File: config.mk
export PLATFORM = sky130hd
export DESIGN_NAME = fix_sqrt_iter
export DESIGN_NICKNAME = d
export VERILOG_FILES = /design/src/rtl/fix_sqrt_iter.sv
export SDC_FILE = /design/constraint.sdc
export NUM_CORES = 1
export LEC_CHECK = 0
export CORE_MARGIN = 5
export CORE_UTILIZATION = 43
export CTS_CLUSTER_DIAMETER = 40
export CTS_CLUSTER_SIZE = 12
export DETAILED_ROUTE_END_ITERATION = 6
export HOLD_SLACK_MARGIN = 0.12
export PLACE_DENSITY_LB_ADDON = 0.1
export SYNTH_ARGS = -nofsm -noshare
export SYNTH_HDL_FRONTEND = slang
export SYNTH_SLANG_ARGS = --single-unit
File: constraint.sdc
create_clock -name clk -period 2.1 [get_ports clk]
set_input_delay 0.21 -clock clk [delete_from_list [all_inputs] [get_ports clk]]
set_output_delay 0.21 -clock clk [all_outputs]
set_load 0.02 [all_outputs]
File: src/rtl/fix_sqrt_iter.sv
// fix_sqrt_iter: iterative restoring fixed-point square root, one root bit per clock
module fix_sqrt_iter #(
  parameter int IN_BW = 9,
  parameter int IN_PNT = 7,
  parameter int OUT_BW = 9,
  parameter int OUT_PNT = 7
) (
  input  logic              clk,
  input  logic              rst,
  input  logic              in_valid,
  output logic              in_ready,
  input  logic [IN_BW-1:0]  in_data,
  output logic              out_valid,
  input  logic              out_ready,
  output logic [OUT_BW-1:0] out_data,
  output logic              out_exact,
  output logic              out_sat
);
  localparam int SH = 2*OUT_PNT - IN_PNT;
  localparam int RAW = IN_BW + SH;
  localparam int RAD_BW = RAW + (RAW % 2);
  localparam int RT_BW = RAD_BW / 2;
  localparam int N_IT = RT_BW;
  localparam int CW = N_IT > 1 ? $clog2(N_IT) : 1;
  localparam int W = RT_BW > OUT_BW ? RT_BW : OUT_BW;
  if (2*OUT_PNT < IN_PNT) begin : g_chk
    $error("fix_sqrt_iter: OUT_PNT too small for IN_PNT");
  end
  typedef enum logic [1:0] {IDLE, CALC, DONE} state_t;
  state_t state, state_d;
  logic [RAD_BW-1:0] rad;
  logic [RT_BW+1:0] rem, rem_sh, trial, rem_n;
  logic [RT_BW-1:0] root, root_n;
  logic [CW-1:0] cnt;
  logic [W-1:0] root_w;
  logic ge, sat;
  always_ff @(posedge clk)
    if (rst) state <= IDLE;
    else state <= state_d;
  always_comb begin
    in_ready = state == IDLE;
    out_valid = state == DONE;
    state_d = (state == IDLE && in_valid) ? CALC :
              (state == CALC && cnt == '0) ? DONE :
              (state == DONE && out_ready) ? IDLE : state;
  end
  // rem never exceeds 2*root, so its low RT_BW bits carry the whole value before the shift
  always_comb begin
    rem_sh = (rem << 2) | (RT_BW+2)'(rad[RAD_BW-1 -: 2]);
    trial = {root, 2'b01};
    ge = rem_sh >= trial;
    rem_n = ge ? rem_sh - trial : rem_sh;
    root_n = {root[RT_BW-2:0], ge};
    root_w = W'(root_n);
    sat = (root_w >> OUT_BW) != '0;
  end
  always_ff @(posedge clk)
    if (rst) begin
      rad <= '0;
      rem <= '0;
      root <= '0;
      cnt <= '0;
      out_data <= '0;
      out_exact <= 1'b0;
      out_sat <= 1'b0;
    end else if (state == IDLE && in_valid) begin
      rad <= RAD_BW'(in_data) << SH;
      rem <= '0;
      root <= '0;
      cnt <= CW'(N_IT - 1);
    end else if (state == CALC) begin
      rad <= rad << 2;
      rem <= rem_n;
      root <= root_n;
      cnt <= cnt - 1'b1;
      if (cnt == '0) begin
        out_data <= sat ? '1 : root_w[OUT_BW-1:0];
        out_exact <= !sat && rem_n == '0;
        out_sat <= sat;
      end
    end
endmodule

; ---- Word-level counts from Yosys, hierarchy flattened
; Cells that the tools add are included.
[classes]
add_sub_neg = 2
n_mul = 0
div_mod_pow = 0
order_cmp = 1
n_eq_ne = 2
shift = 0
muxes = 8
bitwise = 2
reduce_logical = 11
[ops]
columns = operator, n
row1 = $mux 16, 2
row2 = $ge 10x10->1, 1
row3 = $logic_not 10->1, 1
row4 = $mux 10, 1
row5 = $or 10x2->10, 1
row6 = $sub 10x10->10, 1
row7 = $mux 3, 2
row8 = $mux 2, 2
row9 = $reduce_bool 2->1, 2
row10 = $logic_and 1x1->1, 3
row11 = $logic_not 3->1, 1
row12 = $reduce_and 3->1, 1
row13 = $reduce_bool 3->1, 1
row14 = $sub 3x1->3 const B, 1
row15 = $eq 2x1->1 const B, 1
row16 = $eq 2x2->1 const B, 1
row17 = $logic_not 2->1, 1
row18 = $reduce_or 2->1, 1
row19 = $mux 1, 1
row20 = $not 1->1, 1
[totals]
ff_bits = 39
latch_bits = 0
mem_bits_rw = 0
romBits = 0
inputBits = 13
mem_count = 0

; ---- Logic depth before layout (Yosys ltp)
; Gate-level depths: netlist of run 1.
[depth]
ltp_word = 5
ltp_mapped = 10

; ---- Worst setup path after synthesis of run 1
; No wires, ideal clock.
[synth_timing]
path_type = reg2reg
start = register root[0]
end = register rem[6]
setup_ps = 116
arrival_time_ps = 2051
setup_slack_ps = -67
path_stages_with_launch = 9
path_buffers = 0
period_less_slack_ps = 2167
cell_sequence = dfxtp_1 > inv_1 > ha_1 > nor2b_4 > o21a_4 > or4_4 > and3_4 > a211o_1 > o211a_1
[synth_between]
elab_chain_len = 2
elab_cells_between_ends = 3
cone_classes = 1 x add/sub / 1 x order compare / 1 x mux
[synth_rtl]
columns = item, line
row1 = from (decl), 33  ; logic [RT_BW-1:0] root, root_n;
row2 = from (signal assigned), 74  ; root <= root_n;
row3 = $sub 10x10->10 / $ge 10x10->1 (equally long branches), "52, 51"
row4 = $mux 10 *, 52  ; rem_n = ge ? rem_sh - trial : rem_sh;
row5 = to (signal assigned), 73  ; rem <= rem_n;
row6 = to (decl), 32  ; logic [RT_BW+1:0] rem, rem_sh, trial, rem_n;
; Mark *: on every way between the ends. The rest lies on a longest branch, timed or not.
; A chain may end at the register's enable or synchronous reset.

; ---- Worst setup path after layout of run 1
[layout_timing]
start = register rem[1]
end = register rem[6]
[layout_between]
elab_chain_len = 3
elab_cells_between_ends = 4
cone_classes = 1 x add/sub / 1 x order compare / 1 x mux / 1 x bitwise
[layout_rtl]
columns = item, line
row1 = $or 10x2->10 *, 49  ; rem_sh = (rem << 2) | (RT_BW+2)'(rad[RAD_BW-1 -: 2]);
row2 = $sub 10x10->10 / $ge 10x10->1 (equally long branches), "52, 51"
row3 = $mux 10 *, 52
; Marks and branches as above.

==> metrics.txt, run 1 <==
clk sinks=39; Required @ worst endpoint=2.29 ns; # H-tree levels=2; Finished Core Util=approximately three fifths; met3 routed WL=~210 µm; Design Power=about 2.4 mW; met1 WL=~2500 µm; Clock Pin Slew Worst Setup and Hold Paths=0.08 ns; CP max stage delay=between 0.4 and 0.5 ns; Seq cells post-synth=39; Ant. Diodes=0; Crit path buffers/inverters=0; Final Routed Wirelength=5503 µm; critical-path cell list=ha_4 > and3_4 > o21a_4 > or4_4 > and3_4 > a211o_1 > o211a_1; Met2 Routed Length=2712 µm; global-route usage over all layers=18.52%; number of global-route vias before repair=slightly below 2,000; Clock Skew=0.006385 ns; syn_area_per_cell=7.961 µm²; Hold Crit Class=register to register; CTS tree=done; Worst Path Class, Setup=register to register; Power Dens Cells=just over 800 nW/µm²; Die Y=between 80 and 90 µm; Synth Instances=273; cell mode on critical path=and3_4; top fanout value on the critical path=4; final period utilization=98.98%; cell area after synthesis=between 2000 and 2500 µm²; nets=~350; CP max-delay cell=or4_4; CP top delay family=simple AND/OR/NAND/NOR gates; total core area=4817 µm²; layout cells sized above 1=21.58%; Max VDD drop=0.0004897 V; drt drc=0; Iteration-0 DRC Markers=between 100 and 150; most used flip-flop cell after synthesis=dfxtp_1; Initial Utilization=roughly 45%; Crit. End Element=register; Clock Latency Late Sink=0.29 ns; GP Congestion=about 0.87; sequential share of the synthesized area=35.92%; DR vias/cell=5.162; Final Hold Vio Count=0; Synth async-reset ratio=0%; IO Pins=26; Max-Cap Viols=0; clk buf depth=2; Synth cell types=between 40 and 50; die width=approximately 81 µm; Area Overhead vs Synth=33.68%; Root Driver=clkbuf_8; RSZ-0062 raised after global routing=yes; Leak Pwr=between 1 and 1.5 nW; CTS buffer count=5; Via Count=between 2,000 and 2,500; Tmin final=around 2.1 ns; status=complete, no violations; critical path arrival=~2.3 ns; Avg WL per Cell=around 14 µm; pin count of the biggest net entering global routing=32; initial antenna violation count=0; die area=roughly 6600 µm²; FMAX=slightly below 0.5 GHz; Startpoint Class=register; max-slew violations=0; Post-DRT Antenna Nets=0; cts hold-fix bufs=0; number of synthesized flops with an enable pin=0; drt first pass iters=4; Fillers=~470; std cell rows=25; Final setup viols=0; DPL Wire Length=roughly 4200 µm; number of buffers added on ports=23; Max Used Layer=met4; grt ovf=0; Yosys warnings=0; first-pass GRT wire length=roughly 9000 µm
layout make-up:
cell class	instances	area (µm²)	share of cell area, %
well taps	67	83.83	2.885
inverters	15	56.30	1.938
repair buffers	63	538.0	18.52
flip-flops and latches	39	785.8	27.05
clock buffers	5	68.82	2.369
multi-input cells	204	1329	45.74
clock inverters	3	43.79	1.507
logic make-up after synthesis:
| kind of cell | synth area share, % |
|---|---|
| and+or+nand+nor | 22.51 |
| AOI/OAI and AO/OA | 22.62 |
| DFF | 35.92 |
| buffers and inverters | 6.678 |
| adders and majority gates | 6.908 |
| xor gates and xnor gates | 2.821 |
| muxes | 2.360 |
| other | 0.1725 |
stage by stage:
stage | hold WS, ns | worst slack [ns] | cells | setup TNS, ns | area, µm²
finish | 0.4540 | 0.02146 | 396 | 0 | 2905
global route | 0.4742 | -0.06452 | 396 | -0.06780 | 2905
CTS | 0.4557 | 0.005510 | 393 | 0 | 2855
detailed placement | 0.4459 | -0.01900 | 385 | -0.01900 | 2733
global placement | 0.4430 | -0.01861 | 385 | -0.01861 | 2733
floorplan | 0.3411 | 0.01771 | 274 | 0 | 2227
power breakdown:
group / internal, mW / total, mW / switching [mW]
combinational: 0.457 / 0.906 / 0.448
clock: 0.354 / 0.635 / 0.281
sequential: 0.784 / 0.817 / 0.0330
total: 1.60 / 2.36 / 0.763
placed cells by master (no fill, tap or decap), types with 2 or more instances in the layout:
cell type	n
or4_1	2
xnor2_1	6
nand3b_1	3
nand2b_1	3
mux2i_1	4
ha_1	7
nor4_1	2
ha_4	4
o31ai_1	2
o21a_1	4
o211ai_1	2
buf_4	38
nand4_1	3
clkbuf_8	5
clkdlybuf4s50_1	23
nor2b_1	3
a21oi_1	39
nor2_1	11
buf_6	2
a21o_1	2
a22oi_1	7
or2_2	2
o211a_1	2
conb_1	2
a31oi_1	2
dfxtp_2	4
o21ai_0	11
nand2_1	51
nand3_1	5
inv_1	14
dfxtp_1	35
nor3_1	4
and3_4	2
cell usage after synthesis, types with 2 or more instances:
| cell | n | area [µm²] |
|---|---|---|
| xnor2_1 | 6 | 52.55 |
| inv_1 | 15 | 56.30 |
| or2_2 | 2 | 12.51 |
| a21o_1 | 2 | 15.01 |
| nand4_1 | 3 | 18.77 |
| o211a_1 | 2 | 20.02 |
| or4_1 | 2 | 15.01 |
| nor3_1 | 4 | 20.02 |
| o21a_1 | 4 | 30.03 |
| nand2b_1 | 3 | 18.77 |
| ha_1 | 12 | 150.1 |
| nand2_1 | 51 | 191.4 |
| nor2b_1 | 4 | 25.02 |
| o21ai_0 | 11 | 55.05 |
| buf_2 | 4 | 20.02 |
| nor4_1 | 2 | 12.51 |
| o31ai_1 | 2 | 15.01 |
| and3_4 | 2 | 22.52 |
| a21oi_1 | 39 | 195.2 |
| mux2i_1 | 4 | 40.04 |
| buf_4 | 2 | 15.01 |
| a31oi_1 | 2 | 12.51 |
| dfxtp_1 | 39 | 780.8 |
| a22oi_1 | 7 | 52.55 |
| nor2_1 | 11 | 41.29 |
| nand3_1 | 5 | 25.02 |
| o211ai_1 | 2 | 15.01 |
| nand3b_1 | 3 | 22.52 |
| clkbuf_1 | 9 | 33.78 |
sequential cells by signal (all words and copies together) (netlist names):
signal	count
out_data	8
rem	8
rad	9
out_exact	1
root	8
state	2
cnt	3
worst paths after layout:
| check | to | cells after the start | slack [ns] | from |
|---|---|---|---|---|
| max reg2reg | rem[6] | 7 | 0.02 | rem[1] |
| max | rem[6] | 7 | 0.02 | rem[1] |
| min | out_data[1] | 2 | 0.45 | out_data[1] |
| min reg2reg | out_data[1] | 2 | 0.45 | out_data[1] |
layer usage:
| metal | up-vias | global-route usage [%] |
|---|---|---|
| li1 | 1061 | - |
| met1 | 936 | 23.00 |
| met5 | - | 0 |
| met4 | 0 | 6.250 |
| met2 | 37 | 31.28 |
| met3 | 10 | 4.435 |
worst reg2reg max path: stages, from the launching register on:
cell and delay, ns:
dfxtp_1 0.42, ha_4 0.24, and3_4 0.17, o21a_4 0.11
or4_4 0.48, and3_4 0.19, a211o_1 0.25, o211a_1 0.12
repair_timing:
| item | CTS | global route |
|---|---|---|
| pin swaps | 0 | 6 |
| setup endpoints to repair | 1 | 9 |
| cloned | 0 | 0 |
| setup buffers | 0 | 3 |
| resized for setup | 2 | 9 |
(Power assumes the default switching activity.)
==> run 2, diff against run 1 <==
--- a/config.mk
+++ b/config.mk
@@ -5,6 +5,7 @@
 export SDC_FILE = /design/constraint.sdc
 export NUM_CORES = 1
 export LEC_CHECK = 0
+export ABC_AREA = 1
 export CORE_MARGIN = 5
 export CORE_UTILIZATION = 43
 export CTS_CLUSTER_DIAMETER = 40
==> run 2 against run 1 <==
Against the previous run:
- utilization down 5.2 points
- sequential share of layout area increased by 0.92 points
- design area fell by 3.1%
- register-to-register slack gained 0.12 ns
- clock power fell by 20%
- hold slack better by 0.0038 ns
- wire length is 3.5% lower
- total power decreased by 4.0%
- critical path type unchanged
- first-iteration DRC count fell by 22%
==> metrics.txt, run 2 <==
switching pwr=0.8747 mW; Leak Pwr=1.261 nW; number of synthesized flops with an enable pin=0; layout cells sized above 1=roughly 13%; pre-CTS WS=0.006487 ns; Biggest register=rad; Area Overhead vs Synth=25.08%; GP Congestion=0.8845; switch share=about two fifths; CP endpoint=out_exact; Initial Utilization=approximately 44%; Finished Core Util=a little under three fifths; most used flip-flop cell after synthesis=dfxtp_1; Final Routed Wirelength=between 5000 and 6000 µm; most common cell after layout, fill and taps aside=nand2_1; Iteration-0 DRC Markers=80; cts hold-fix bufs=0; Hold Crit Class=register to register; Crit. End Element=register; Largest register FFs=9; Yosys warnings=0; initial antenna violation count=0; IO Pins=26; Max VDD drop=~0.00048 V; number of global-route vias before repair=1,973; CTS tree=done; first-pass GRT wire length=9094 µm; Seq cells post-synth=39; Fillers=slightly above 500; clk buf depth=2; most frequent cell after synthesis=nand2_1; total core area=around 5000 µm²; Required @ worst endpoint=about 2.3 ns; std cell rows=26; cell area after synthesis=about 2200 µm²; CTS buffer count=5; status=complete, no violations; relative slew slack=roughly three fifths; cell taking the most area after synthesis=dfxtp_1; FMAX=slightly above 0.5 GHz; grt ovf=0; DR vias/cell=approximately 4.8; max-slew violations=0; Ant. Diodes=0; Root Driver=clkbuf_8; drt drc=0; Final Hold Vio Count=0; critical path arrival=between 2 and 2.5 ns; pin count of the biggest net entering global routing=27; Non-Filler Instances=about 440; clk sinks=39; CP startpoint=root[2]; nets=just under 400; Gate power share=slightly above 40%; reg2reg start=root[2]; flop2flop setup slack=approximately 0.14 ns; reg2reg path depth=15; Fin Setup TNS=0 ns; Post-DRT Antenna Nets=0; Startpoint Class=register; Worst Path Class, Setup=register to register; FF-to-FF End=out_exact; Max-Cap Viols=0; Int Power=1.389 mW; drt first pass iters=4; pin slew with the least headroom to its limit=roughly 0.6 ns; number of buffers added on ports=23; RSZ-0062 raised after global routing=no; DPL Wire Length=roughly 4000 µm; Reg power frac=37.0%; Synth cell types=30; top post-synthesis cells by area=dfxtp_1 (35%), nand2_1 (18%), inv_1 (8.5%), ha_1 (6.7%), nor2_1 (5.0%); # H-tree levels=2; Synth async-reset ratio=0%; area share of the largest cell type after synthesis=roughly a third; die width=roughly 82 µm; Inst Count DP=~430; Clock Skew=approximately 0.0069 ns; die area=slightly below 7000 µm²; global-route usage over all layers=17.46%; Via Count=between 2,000 and 2,500; sequential share of the synthesized area=34.71%; Clock Pin Slew Worst Setup and Hold Paths=0.08 ns; Synth Instances=340; syn_area_per_cell=6.617 µm²; synth cell count leaders=nand2_1 (105), inv_1 (51), dfxtp_1 (39); final period utilization=around 93%; Avg WL per Cell=around 12 µm; top fanout value on the critical path=6; Power Dens Cells=between 800 and 900 nW/µm²; commonest cells after routing, fill and taps aside=nand2_1 (105), inv_1 (51), dfxtp_1 (34); Clock Latency Late Sink=0.30 ns; Die Y=between 80 and 90 µm; Tmin final=between 1.5 and 2 ns; Final setup viols=0; Clock power frac=22.6%; Setup WS post-layout=between 0.1 and 0.15 ns
## run 2: cell types whose count changed in the layout (fill, tap and decap cells not counted), sizes merged, moves of 4 or more
cell	delta
nor2	+22
o21a	-5
buf	-30
nand2	+63
xnor2	-4
nor2b	-5
a21oi	-18
nand3	+10
a211oi	+7
a22oi	-7
inv	+37
mux2i	-4
a31oi	+4
## run 2: metrics by stage
step / total power [mW] / hold WS [ns] / area (µm²)
2_1_floorplan: 1.463 / 0.3590 / 2253
3_3_place_gp: 1.653 / 0.4473 / 2564
3_5_place_dp: 1.656 / 0.4573 / 2564
4_1_cts: 2.206 / 0.4656 / 2683
5_1_grt: 2.445 / 0.4827 / 2814
6_report: 2.264 / 0.4577 / 2814
## run 2: final cells by class
cell class | instances | area (µm²) | area share, %
clock inverter | 3 | 20.02 | 0.7114
inverter | 53 | 198.9 | 7.070
clock buffer | 5 | 68.82 | 2.446
multi-input combinational | 239 | 1334 | 47.40
timing repair buffer | 33 | 317.8 | 11.29
tap | 70 | 87.58 | 3.112
sequential | 39 | 787.0 | 27.97
## run 2: cell families (layout without fill, tap and decap cells)
group / count (synthesis) / in the layout / synth area share (%)
simple gates: 166 / 168 / 31.59
compound gates: 53 / 53 / 13.79
xor+xnor: 4 / 4 / 1.558
other cells: 1 / 2 / 0.1667
flops: 39 / 39 / 34.71
buf+inv: 65 / 94 / 11.51
fa+ha+maj: 12 / 12 / 6.674
## run 2: metal layers
| layer | up-vias | global-route usage (%) | part of all wire, % |
|---|---|---|---|
| met4 | 0 | 5.482 | 1.6 |
| met2 | 47 | 28.04 | 45 |
| li1 | 1130 | - | - |
| met5 | - | 0 | 0 |
| met1 | 919 | 22.96 | 49 |
| met3 | 9 | 4.230 | 4.6 |
## run 2: power groups by stage
stage | Combinational [mW] | Clock (mW) | Sequential, mW
floorplan | 0.609 | 0 | 0.855
finish | 0.916 | 0.511 | 0.837
global route | 1.04 | 0.563 | 0.845
CTS | 0.848 | 0.528 | 0.830
global placement | 0.807 | 0 | 0.847
detailed placement | 0.809 | 0 | 0.847
## run 2: timing repair
item                                    CTS  global route
gates resized for setup                   1            15
setup buffers                             2             1
endpoints found under the setup margin    1             2
gates cloned                              0             2
pin swaps                                 1             5
## run 2: worst min-delay path by stage
stage | startpoint | end | slack, ns | cells past startpoint
2_1_floorplan | in_data[0] | rad[7] | 0.36 | 2
3_3_place_gp | root[0] | root[1] | 0.45 | 2
3_5_place_dp | root[0] | root[1] | 0.46 | 2
4_1_cts | in_data[0] | rad[7] | 0.47 | 3
5_1_grt | in_data[1] | rad[8] | 0.48 | 3
6_report | root[0] | root[1] | 0.46 | 2
## run 2: worst max-delay path: stages (launching register included)
cell,delay [ns]
dfxtp_1,0.35
inv_1,0.10
ha_4,0.30
nand2_2,0.07
nor2_2,0.11
inv_2,0.05
nor2_4,0.11
nor2_4,0.07
buf_12,0.13
nand3_1,0.07
nand2_1,0.07
nor2_1,0.12
nand2_1,0.07
nor2_1,0.08
nand2_1,0.07
a21oi_2,0.11
==> run 3, diff against run 2 <==
--- a/config.mk
+++ b/config.mk
@@ -11,7 +11,9 @@
 export CTS_CLUSTER_DIAMETER = 40
 export CTS_CLUSTER_SIZE = 12
 export DETAILED_ROUTE_END_ITERATION = 6
+export GPL_TIMING_DRIVEN = 0
 export HOLD_SLACK_MARGIN = 0.12
+export MAX_ROUTING_LAYER = met4
 export PLACE_DENSITY_LB_ADDON = 0.1
 export SYNTH_ARGS = -nofsm -noshare
 export SYNTH_HDL_FRONTEND = slang
==> run 3 against run 2 <==
Against the previous run:
- maximum frequency is 2.2% lower
- clock power is 6.1% lower
- flip-flop and latch count stayed put
- count of clock-buffer cells in the layout grew 2
- die area unchanged
==> metrics.txt, run 3 (synthesized netlist as in run 2, its figures left out) <==
status=complete, no violations; Avg WL per Cell=between 10 and 15 µm; Design Power=approximately 2.4 mW; Final Routed Wirelength=around 5500 µm; die width=around 82 µm; first-pass GRT wire length=8597 µm; Tmin final=between 2 and 2.5 ns; cell mode on critical path=nand2_1; layout cells sized above 1=22.62%; Clock Skew=roughly 0.0044 ns; Hold Crit Class=register to register; grt ovf=0; IO Pins=26; critical path arrival=approximately 2.2 ns; max-slew violations=0; CP max-delay cell=dfxtp_2; Die Y=82.33 µm; # H-tree levels=2; total core area=between 5000 and 6000 µm²; commonest cells after routing, fill and taps aside=nand2_1 (97), inv_1 (43), nor2_1 (26), dfxtp_1 (26), clkdlybuf4s50_1 (23); Via Count=roughly 2,200; relative slew slack=just under 60%; Max-Cap Viols=0; DPL Wire Length=just under 4000 µm; Final setup viols=0; pin count of the biggest net entering global routing=12; Iteration-0 DRC Markers=between 90 and 100; number of buffers added on ports=23; Leak Pwr=approximately 1.3 nW; drt drc=0; hold_ws=around 0.47 ns; critical-path cell list=inv_2 > ha_4 > nand2_4 > nor2_4 > nand2_2 > nand3_4 > nand2_8 > buf_6 > nand3_2 > nand2_1 > nor2_1 > nand2_1 > nor2_2 > nand2_1 > a21oi_2; CTS tree=done; Worst Path Class, Setup=register to register; GP Congestion=roughly 0.86; Finished Core Util=about three fifths; drt first pass iters=4; std cell rows=26; die area=6778 µm²; most common cell after layout, fill and taps aside=nand2_1; Area Overhead vs Synth=34.09%; global-route usage over all layers=around 17%; fin area=3017 µm²; Largest register FFs=9; Initial Utilization=between 40% and 50%; Placement Cell Area=2571 µm²; Max VDD drop=between 0.0004 and 0.0005 V; initial antenna violation count=0; Crit. End Element=register; Required @ worst endpoint=between 2 and 2.5 ns; Post-DRT Antenna Nets=0; number of global-route vias before repair=between 1,500 and 2,000; DR vias/cell=around 4.8; FMAX=0.4994 GHz; pin slew with the least headroom to its limit=0.6213 ns; top fanout value on the critical path=5; Clock Pin Slew Worst Setup and Hold Paths=approximately 0.07 ns; CP max stage delay=0.34 ns; Root Driver=clkbuf_8; Final Hold Vio Count=0; Power Dens Cells=approximately 790 nW/µm²; clk sinks=39; Ant. Diodes=0; Startpoint Class=register; Biggest register=rad; Fillers=around 520; nets=413; final period utilization=a little over nine tenths; clk buf depth=2; Clock Latency Late Sink=a little under 0.3 ns; CTS buffer count=5
-- run 3: cell types whose count changed in the layout (fill, tap and decap cells not counted), sizes merged --
cell,change
clkbuf,+11
clkinvlp,-2
buf,+9
nand2,-1
-- run 3: metal layers --
layer  vias up  GRT usage [%]  wire length, µm
met1       969          21.81             2642
met4         0          6.645               85
li1       1164              -                -
met2        50          26.92             2555
met5         -              -                0
met3        10          3.254              243
-- run 3: final timing paths --
kind / start / end / slack, ns / depth (start not counted)
max: root[1] / out_exact / 0.1 / 15
min: rad[8] / rad[8] / 0.47 / 2
max reg2reg: root[1] / out_exact / 0.1 / 15
min reg2reg: rad[8] / rad[8] / 0.47 / 2
-- run 3: final cells by class --
cell class              count  area, µm²  area share [%]
clock inverters             1      5.005          0.1659
multi-input cells         238       1424           47.20
clock buffers               7      76.32           2.530
plain buffers              11      48.80           1.618
flip-flops and latches     39      797.0           26.42
inverters                  53      201.4           6.678
well taps                  70      87.58           2.903
repair buffers             40      376.6           12.48
-- run 3: report_power, final --
part	internal [mW]	switching, mW
sequential	0.796	0.0447
clock	0.233	0.247
combinational	0.445	0.627
total	1.47	0.918
-- run 3: timing repair --
| action | 4_1_cts | 5_1_grt |
|---|---|---|
| buffers inserted | 5 | 12 |
| hold buffers | 0 | 0 |
| setup endpoints to repair | 1 | 5 |
| cloned | 0 | 1 |
| gates resized for setup | 10 | 53 |
| pin swaps | 2 | 32 |
-- run 3: per-stage QoR --
stage	worst slack, ns	setup TNS (ns)	std cells
5_1_grt	-0.02418	-0.02418	459
2_1_floorplan	0.2288	0	341
3_3_place_gp	-0.1125	-0.1125	434
4_1_cts	0.01335	0	447
6_report	0.09756	0	459
3_5_place_dp	-0.1361	-0.1361	434
-- run 3: worst max-delay path: cells and delay by family (launching register included) --
kind / cells / cell delay [ns]
AO/OA/AOI/OAI: 1 / 0.13
buffers and inverters: 2 / 0.20
AND/OR/NAND/NOR: 11 / 0.93
flip-flops: 1 / 0.34
adder cells (fa/ha/maj): 1 / 0.31
